`src/rtl/alu_result_skid_stage_if.sv`:
```
// rtl/alu_result_skid_stage_if.sv - handshake and result bundle between the ALU and its output skid stage
// ALU_RESULT_PARITY_EN adds the out_parity member.
interface alu_result_skid_stage_if #(
   parameter int WIDTH = 32,
   parameter int CNTW  = 16
);
   logic             in_valid;
   logic             in_ready;
   logic [WIDTH-1:0] in_result;
   logic             in_carry;
   logic             in_overflow;
   logic             out_valid;
   logic             out_ready;
   logic [WIDTH-1:0] out_result;
   logic             out_zero;
   logic             out_neg;
   logic             out_carry;
   logic             out_overflow;
   logic [CNTW-1:0]  out_count;
`ifdef ALU_RESULT_PARITY_EN
   logic             out_parity;
`endif

   modport slave (
      input  in_valid, in_result, in_carry, in_overflow, out_ready,
      output in_ready, out_valid, out_result, out_zero, out_neg,
      output out_carry, out_overflow, out_count
`ifdef ALU_RESULT_PARITY_EN
      , output out_parity
`endif
   );

   modport master (
      output in_valid, in_result, in_carry, in_overflow, out_ready,
      input  in_ready, out_valid, out_result, out_zero, out_neg,
      input  out_carry, out_overflow, out_count
`ifdef ALU_RESULT_PARITY_EN
      , input out_parity
`endif
   );
endinterface

```
`src/rtl/alu_result_skid_stage.sv`:
```
// rtl/alu_result_skid_stage.sv - 2-entry skid buffer for ALU result and flags, registered in_ready
// Optional per-entry even parity under ALU_RESULT_PARITY_EN.
module alu_result_skid_stage #(
   parameter int WIDTH = 32,
   parameter int CNTW  = 16
) (
   input  logic                 clk,
   input  logic                 rst,
   alu_result_skid_stage_if.slave bus
);
`ifdef ALU_RESULT_PARITY_EN
   localparam int EW = WIDTH + 5;
`else
   localparam int EW = WIDTH + 4;
`endif
   localparam int B_ZERO = WIDTH;
   localparam int B_NEG  = WIDTH + 1;
   localparam int B_CY   = WIDTH + 2;
   localparam int B_OV   = WIDTH + 3;
   // Reset image: result 0 with the zero flag set, everything else clear.
   localparam logic [EW-1:0] RST_ENTRY = {{(EW-WIDTH-1){1'b0}}, 1'b1, {WIDTH{1'b0}}};

   typedef enum logic [1:0] {S_EMPTY, S_ONE, S_FULL} state_t;

   state_t          r_state;
   state_t          w_next_state;
   logic [EW-1:0]   r_main;
   logic [EW-1:0]   r_skid;
   logic [CNTW-1:0] r_count;
   logic [EW-1:0]   w_in_entry;
   logic            w_in_ready;
   logic            w_out_valid;
   logic            w_in_xfer;
   logic            w_out_xfer;
   logic            w_load_main;
   logic            w_load_skid;
   logic            w_skid_to_main;

   assign w_in_ready  = (r_state != S_FULL);
   assign w_out_valid = (r_state != S_EMPTY);
   assign w_in_xfer   = bus.in_valid & w_in_ready;
   assign w_out_xfer  = w_out_valid & bus.out_ready;

   always_comb begin
      w_in_entry               = '0;
      w_in_entry[WIDTH-1:0]    = bus.in_result;
      w_in_entry[B_ZERO]       = (bus.in_result == '0);
      w_in_entry[B_NEG]        = bus.in_result[WIDTH-1];
      w_in_entry[B_CY]         = bus.in_carry;
      w_in_entry[B_OV]         = bus.in_overflow;
`ifdef ALU_RESULT_PARITY_EN
      w_in_entry[WIDTH+4]      = ^bus.in_result;
`endif
   end

   always_comb begin
      w_next_state   = r_state;
      w_load_main    = 1'b0;
      w_load_skid    = 1'b0;
      w_skid_to_main = 1'b0;
      case (r_state)
         S_EMPTY: begin
            if (w_in_xfer) begin
               w_load_main  = 1'b1;
               w_next_state = S_ONE;
            end
         end
         S_ONE: begin
            if (w_in_xfer && w_out_xfer) begin
               w_load_main = 1'b1;
            end else if (w_in_xfer) begin
               w_load_skid  = 1'b1;
               w_next_state = S_FULL;
            end else if (w_out_xfer) begin
               w_next_state = S_EMPTY;
            end
         end
         S_FULL: begin
            if (w_out_xfer) begin
               w_skid_to_main = 1'b1;
               w_next_state   = S_ONE;
            end
         end
         default: w_next_state = S_EMPTY;
      endcase
   end

   always_ff @(posedge clk) begin
      if (rst) begin
         r_state <= S_EMPTY;
         r_main  <= RST_ENTRY;
         r_skid  <= '0;
         r_count <= '0;
      end else begin
         r_state <= w_next_state;
         if (w_load_main) begin
            r_main <= w_in_entry;
         end else if (w_skid_to_main) begin
            r_main <= r_skid;
         end
         if (w_load_skid) begin
            r_skid <= w_in_entry;
         end
         if (w_in_xfer) begin
            r_count <= r_count + CNTW'(1);
         end
      end
   end

   assign bus.in_ready     = w_in_ready;
   assign bus.out_valid    = w_out_valid;
   assign bus.out_result   = r_main[WIDTH-1:0];
   assign bus.out_zero     = r_main[B_ZERO];
   assign bus.out_neg      = r_main[B_NEG];
   assign bus.out_carry    = r_main[B_CY];
   assign bus.out_overflow = r_main[B_OV];
   assign bus.out_count    = r_count;
`ifdef ALU_RESULT_PARITY_EN
   assign bus.out_parity   = r_main[WIDTH+4];
`endif
endmodule

```
`src/flat_wrapper.sv`:
```
// flat-port wrapper written by rule: the top's interface ports become plain ports
module alu_result_skid_stage_flat 
#(
   parameter int WIDTH = 32,
   parameter int CNTW  = 16
)
  (clk, rst, bus_in_valid, bus_in_result, bus_in_carry, bus_in_overflow, bus_out_ready, bus_in_ready, bus_out_valid, bus_out_result, bus_out_zero, bus_out_neg, bus_out_carry, bus_out_overflow, bus_out_count);
  alu_result_skid_stage_if #(.WIDTH(WIDTH), .CNTW(CNTW)) bus_i ();
  input  logic clk;
  input  logic rst;
  input wire logic [$bits(bus_i.in_valid)-1:0] bus_in_valid;
  input wire logic [$bits(bus_i.in_result)-1:0] bus_in_result;
  input wire logic [$bits(bus_i.in_carry)-1:0] bus_in_carry;
  input wire logic [$bits(bus_i.in_overflow)-1:0] bus_in_overflow;
  input wire logic [$bits(bus_i.out_ready)-1:0] bus_out_ready;
  output wire logic [$bits(bus_i.in_ready)-1:0] bus_in_ready;
  output wire logic [$bits(bus_i.out_valid)-1:0] bus_out_valid;
  output wire logic [$bits(bus_i.out_result)-1:0] bus_out_result;
  output wire logic [$bits(bus_i.out_zero)-1:0] bus_out_zero;
  output wire logic [$bits(bus_i.out_neg)-1:0] bus_out_neg;
  output wire logic [$bits(bus_i.out_carry)-1:0] bus_out_carry;
  output wire logic [$bits(bus_i.out_overflow)-1:0] bus_out_overflow;
  output wire logic [$bits(bus_i.out_count)-1:0] bus_out_count;
  assign bus_i.in_valid = bus_in_valid;
  assign bus_i.in_result = bus_in_result;
  assign bus_i.in_carry = bus_in_carry;
  assign bus_i.in_overflow = bus_in_overflow;
  assign bus_i.out_ready = bus_out_ready;
  assign bus_in_ready = bus_i.in_ready;
  assign bus_out_valid = bus_i.out_valid;
  assign bus_out_result = bus_i.out_result;
  assign bus_out_zero = bus_i.out_zero;
  assign bus_out_neg = bus_i.out_neg;
  assign bus_out_carry = bus_i.out_carry;
  assign bus_out_overflow = bus_i.out_overflow;
  assign bus_out_count = bus_i.out_count;
  alu_result_skid_stage #(.WIDTH(WIDTH), .CNTW(CNTW)) u_core (.clk(clk), .rst(rst), .bus(bus_i));
endmodule
```
`config.mk`:
```
export PLATFORM = sky130hd
export DESIGN_NAME = alu_result_skid_stage_flat
export DESIGN_NICKNAME = d
export VERILOG_FILES = /design/src/rtl/alu_result_skid_stage_if.sv /design/src/rtl/alu_result_skid_stage.sv /design/src/flat_wrapper.sv
export SDC_FILE = /design/constraint.sdc
export NUM_CORES = 1
export LEC_CHECK = 0
export ABC_AREA = 1
export BUFFER_PORTS_ARGS = -buffer_cell sky130_fd_sc_hd__buf_4
export CAP_MARGIN = 10
export CORE_UTILIZATION = 24
export CTS_CLUSTER_DIAMETER = 100
export DETAILED_ROUTE_END_ITERATION = 12
export SYNTH_ARGS = -nofsm -noshare
export SYNTH_HDL_FRONTEND = slang
export SYNTH_SLANG_ARGS = --single-unit
```
`constraint.sdc`:
```
create_clock -name clk -period 2.4 [get_ports clk]
set_input_delay 0.36 -clock clk [delete_from_list [all_inputs] [get_ports clk]]
set_output_delay 0.36 -clock clk [all_outputs]
set_load 0.005 [all_outputs]
```
==> run_results.csv <==
group,metric,value,unit
clock_tree,ctsResizeCount,0,
clock_tree,cts.clk_slew.worst_paths,0.07,ns
grt,grt_usage,0.131,
sta,fin_tns_setup,0,ns
synth,synth.area.top_cells,"dfxtp_1 (47%), a21oi_1 (9.9%), o21ai_0 (9.3%)",
power,vdd.ir_drop.worst,0.000332,V
clock_tree,cts_sinks,88,
clock_tree,htree_levels,3,
synth,ys_dominant_reg_cell,"dfxtp_1",
place,numPortBuffers,91,
synth,netlist_instances,506,
floorplanning,die-area,16000,µm²
clock_tree,cts_hold_buf,0,
grt,antenna_found_initial,0,
clock_tree,cts_made_buffers,9,
run_status,outcome,"finished, final reports clean",
worst_setup_path,path_cells,"inv_2 > nor2_1 > nand3_2 > inv_2 > buf_12 > o21ai_0 > a21oi_1",
power,power_density,679,nW/µm²
worst_setup_path,endpoint_kind,"register",
power,switching_power,0.000829,W
synth,synth_top_area_frac,0.473,
grt,grt_pass1_vias,3201,
floorplanning,ios,92,
floorplanning,std_cell_rows,45,
clock_tree,post_cts.repair.setup_buffers,0,
sta,period_needed,1.81,ns
worst_setup_path,crit_slowest_cell,"inv_2",
synth,avgSynthCellArea,7.36,µm²
sta,rsz0062_at_grt,"false",
drt,postRouteAntennaNets,0,
floorplanning,initial_utilization,0.246,
worst_setup_path,startpoint_type,"register",
worst_setup_path,crit_arrival,2.09,ns
worst_setup_path,critPathMaxFanout,28,
sta,setup_ws,0.590,ns
grt,grt_pass1_wl,16300,µm
sta,hold_violations,0,
clock_tree,worstSkewPairLatency,0.34,ns
synth,yosys.area.top_type,"dfxtp_1",
drt,wl,10200,µm
job,max_cap_violations,0,
power,swShare,0.251,
drt,avgViaCountPerCell,4.41,
layout,design_area,4870,µm²
floorplanning,die_w,127,µm
worst_hold_path,hold_class,"in -> reg",
floorplanning,core,15100,µm²
worst_setup_path,crit_family,"buffers and inverters",
layout,layout-drive-gt1-share,0.224,
layout,antennaDiodeCount,0,
place,place_ws,0.447,ns
clock_tree,cts_root_buf,"clkbuf_16",
sta,hold_ws,0.288,ns
synth,yosysWarnings,0,
drt,dr.first_iter.drc_count,252,
drt,drc,0,
clock_tree,cts_tree,"yes",
worst_setup_path,max_stage_delay,0.45,ns
layout,synthToLayoutAreaGrowth,30.8,%
synth,synth_most_common_cell,"dfxtp_1",
synth,synth_edf_count,0,
floorplanning,die_h,127,µm
synth,yosysSeqAreaShare,0.473,
synth,ys_top_cells_by_count,"dfxtp_1 (88), a21oi_1 (74), nand2_1 (73)",
power,p_int,0.00247,W
sta,slew_headroom,0.693,
synth,ys_ff_latch,88,
sta,setup_viol,0,
grt,grt_max_degree,50,
sta,finalCritPeriodShare,0.754,
drt,dr.pass1.iters,4,
sta,max_freq,0.553,GHz
place,gp_congestion,0.771,
power,p_seq_frac,0.474,
place,hpwl,6990,µm
sta,report.final.slew_viol_count,0,
synth,syn_nets,545,
worst_setup_path,cp.required,2.68,ns
clock_tree,cts_buffer_depth,2,
sta,tightest_slew,0.461,ns
sta,skew,0.00659,ns
grt,overflow,0,
synth,postSynth.asyncResetShare,0,
drt,wl_per_cell,13.0,µm
synth,ys_types,28,
power,p_clk_frac,0.419,
worst_setup_path,crit_top_cell,"inv_2",
drt,via_count,3451,
place,dpl-instance-area,4580,µm²
worst_setup_path,worstSetupPathType,"reg -> reg",
layout,nets,630,
power,total_leakage_power,2.11,nW
synth,syn_area,3720,µm²
worst_setup_path,path_buf_inv,3,
power,pwr-share-comb,0.108,
## metrics by stage
step	power, W	std cells	utilization
3_5_place_dp	0.00196	768	0.302
6_report	0.00330	783	0.321
4_1_cts	0.00335	783	0.321
2_1_floorplan	0.00178	506	-
5_1_grt	0.00344	783	0.321
3_3_place_gp	0.00196	768	0.302
## flip-flops by register name, indices dropped and copies added, names as in the netlist
signal                count
u_core.r_skid            35
u_core.bus.out_count     16
u_core.r_state            2
u_core.r_main            35
## worst paths after layout
path / startpoint / to / slack [ns] / cells after the start
worst max-delay path: u_core.r_state[0] / u_core.r_skid[11] / 0.59 / 7
worst min-delay path: bus_in_result[8] / u_core.r_skid[8] / 0.29 / 3
worst max register to register: u_core.r_state[0] / u_core.r_skid[11] / 0.59 / 7
worst min register to register: u_core.r_skid[35] / u_core.r_skid[35] / 0.46 / 2
## worst min-delay path, stage by stage
cell and delay, ns:
buf_4 0.08, inv_1 0.05, a21oi_1 0.11
## power by group through the flow
stage	combinational [W]	clock [W]	sequential (W)
global placement	0.000357	0	0.00160
CTS	0.000362	0.00142	0.00157
floorplan	0.000189	0	0.00159
finish	0.000355	0.00138	0.00157
detailed placement	0.000360	0	0.00160
global route	0.000402	0.00147	0.00157
## layout by cell type, fill, tap and decap left out, drive strengths merged
cell type | netlist | final
buf | 13 | 98
dfxtp | 88 | 88
a21oi | 79 | 79
nand2 | 77 | 77
o21ai | 71 | 71
inv | 67 | 68
nor2 | 66 | 66
clkbuf | 11 | 12
nand4 | 10 | 10
nand3 | 9 | 9
o22ai | 7 | 7
nor3 | 3 | 3
o21a | 2 | 2
o21bai | 1 | 1
nor4 | 1 | 1
ha | 1 | 1
clkinvlp | 0 | 1
clkinv | 0 | 1
## routing by layer
metal | GRT usage | up-vias | share of wire
li1 | - | 1814 | -
met1 | 0.174 | 1550 | 0.50
met2 | 0.204 | 79 | 0.44
met3 | 0.0358 | 8 | 0.046
met4 | 0.0425 | 0 | 0.011
met5 | 0 | - | 0
## cells by family after synthesis
| group | Yosys count | synth area share |
|---|---|---|
| AO/OA/AOI/OAI | 160 | 0.225 |
| buffers and inverters | 91 | 0.103 |
| AND/OR/NAND/NOR | 166 | 0.196 |
| flip-flops | 88 | 0.473 |
| adder cells (fa/ha/maj) | 1 | 0.00336 |
## final cells by class
cell class,count,area (µm²)
sequential,88,1760
inverter,67,254
clock inverter,3,25.0
clock buffer,12,267
fill,1628,10300
multi-input combinational,327,1580
timing repair buffer,98,748
tap,188,235
Note: power is estimated with default switching activity, not from simulation.
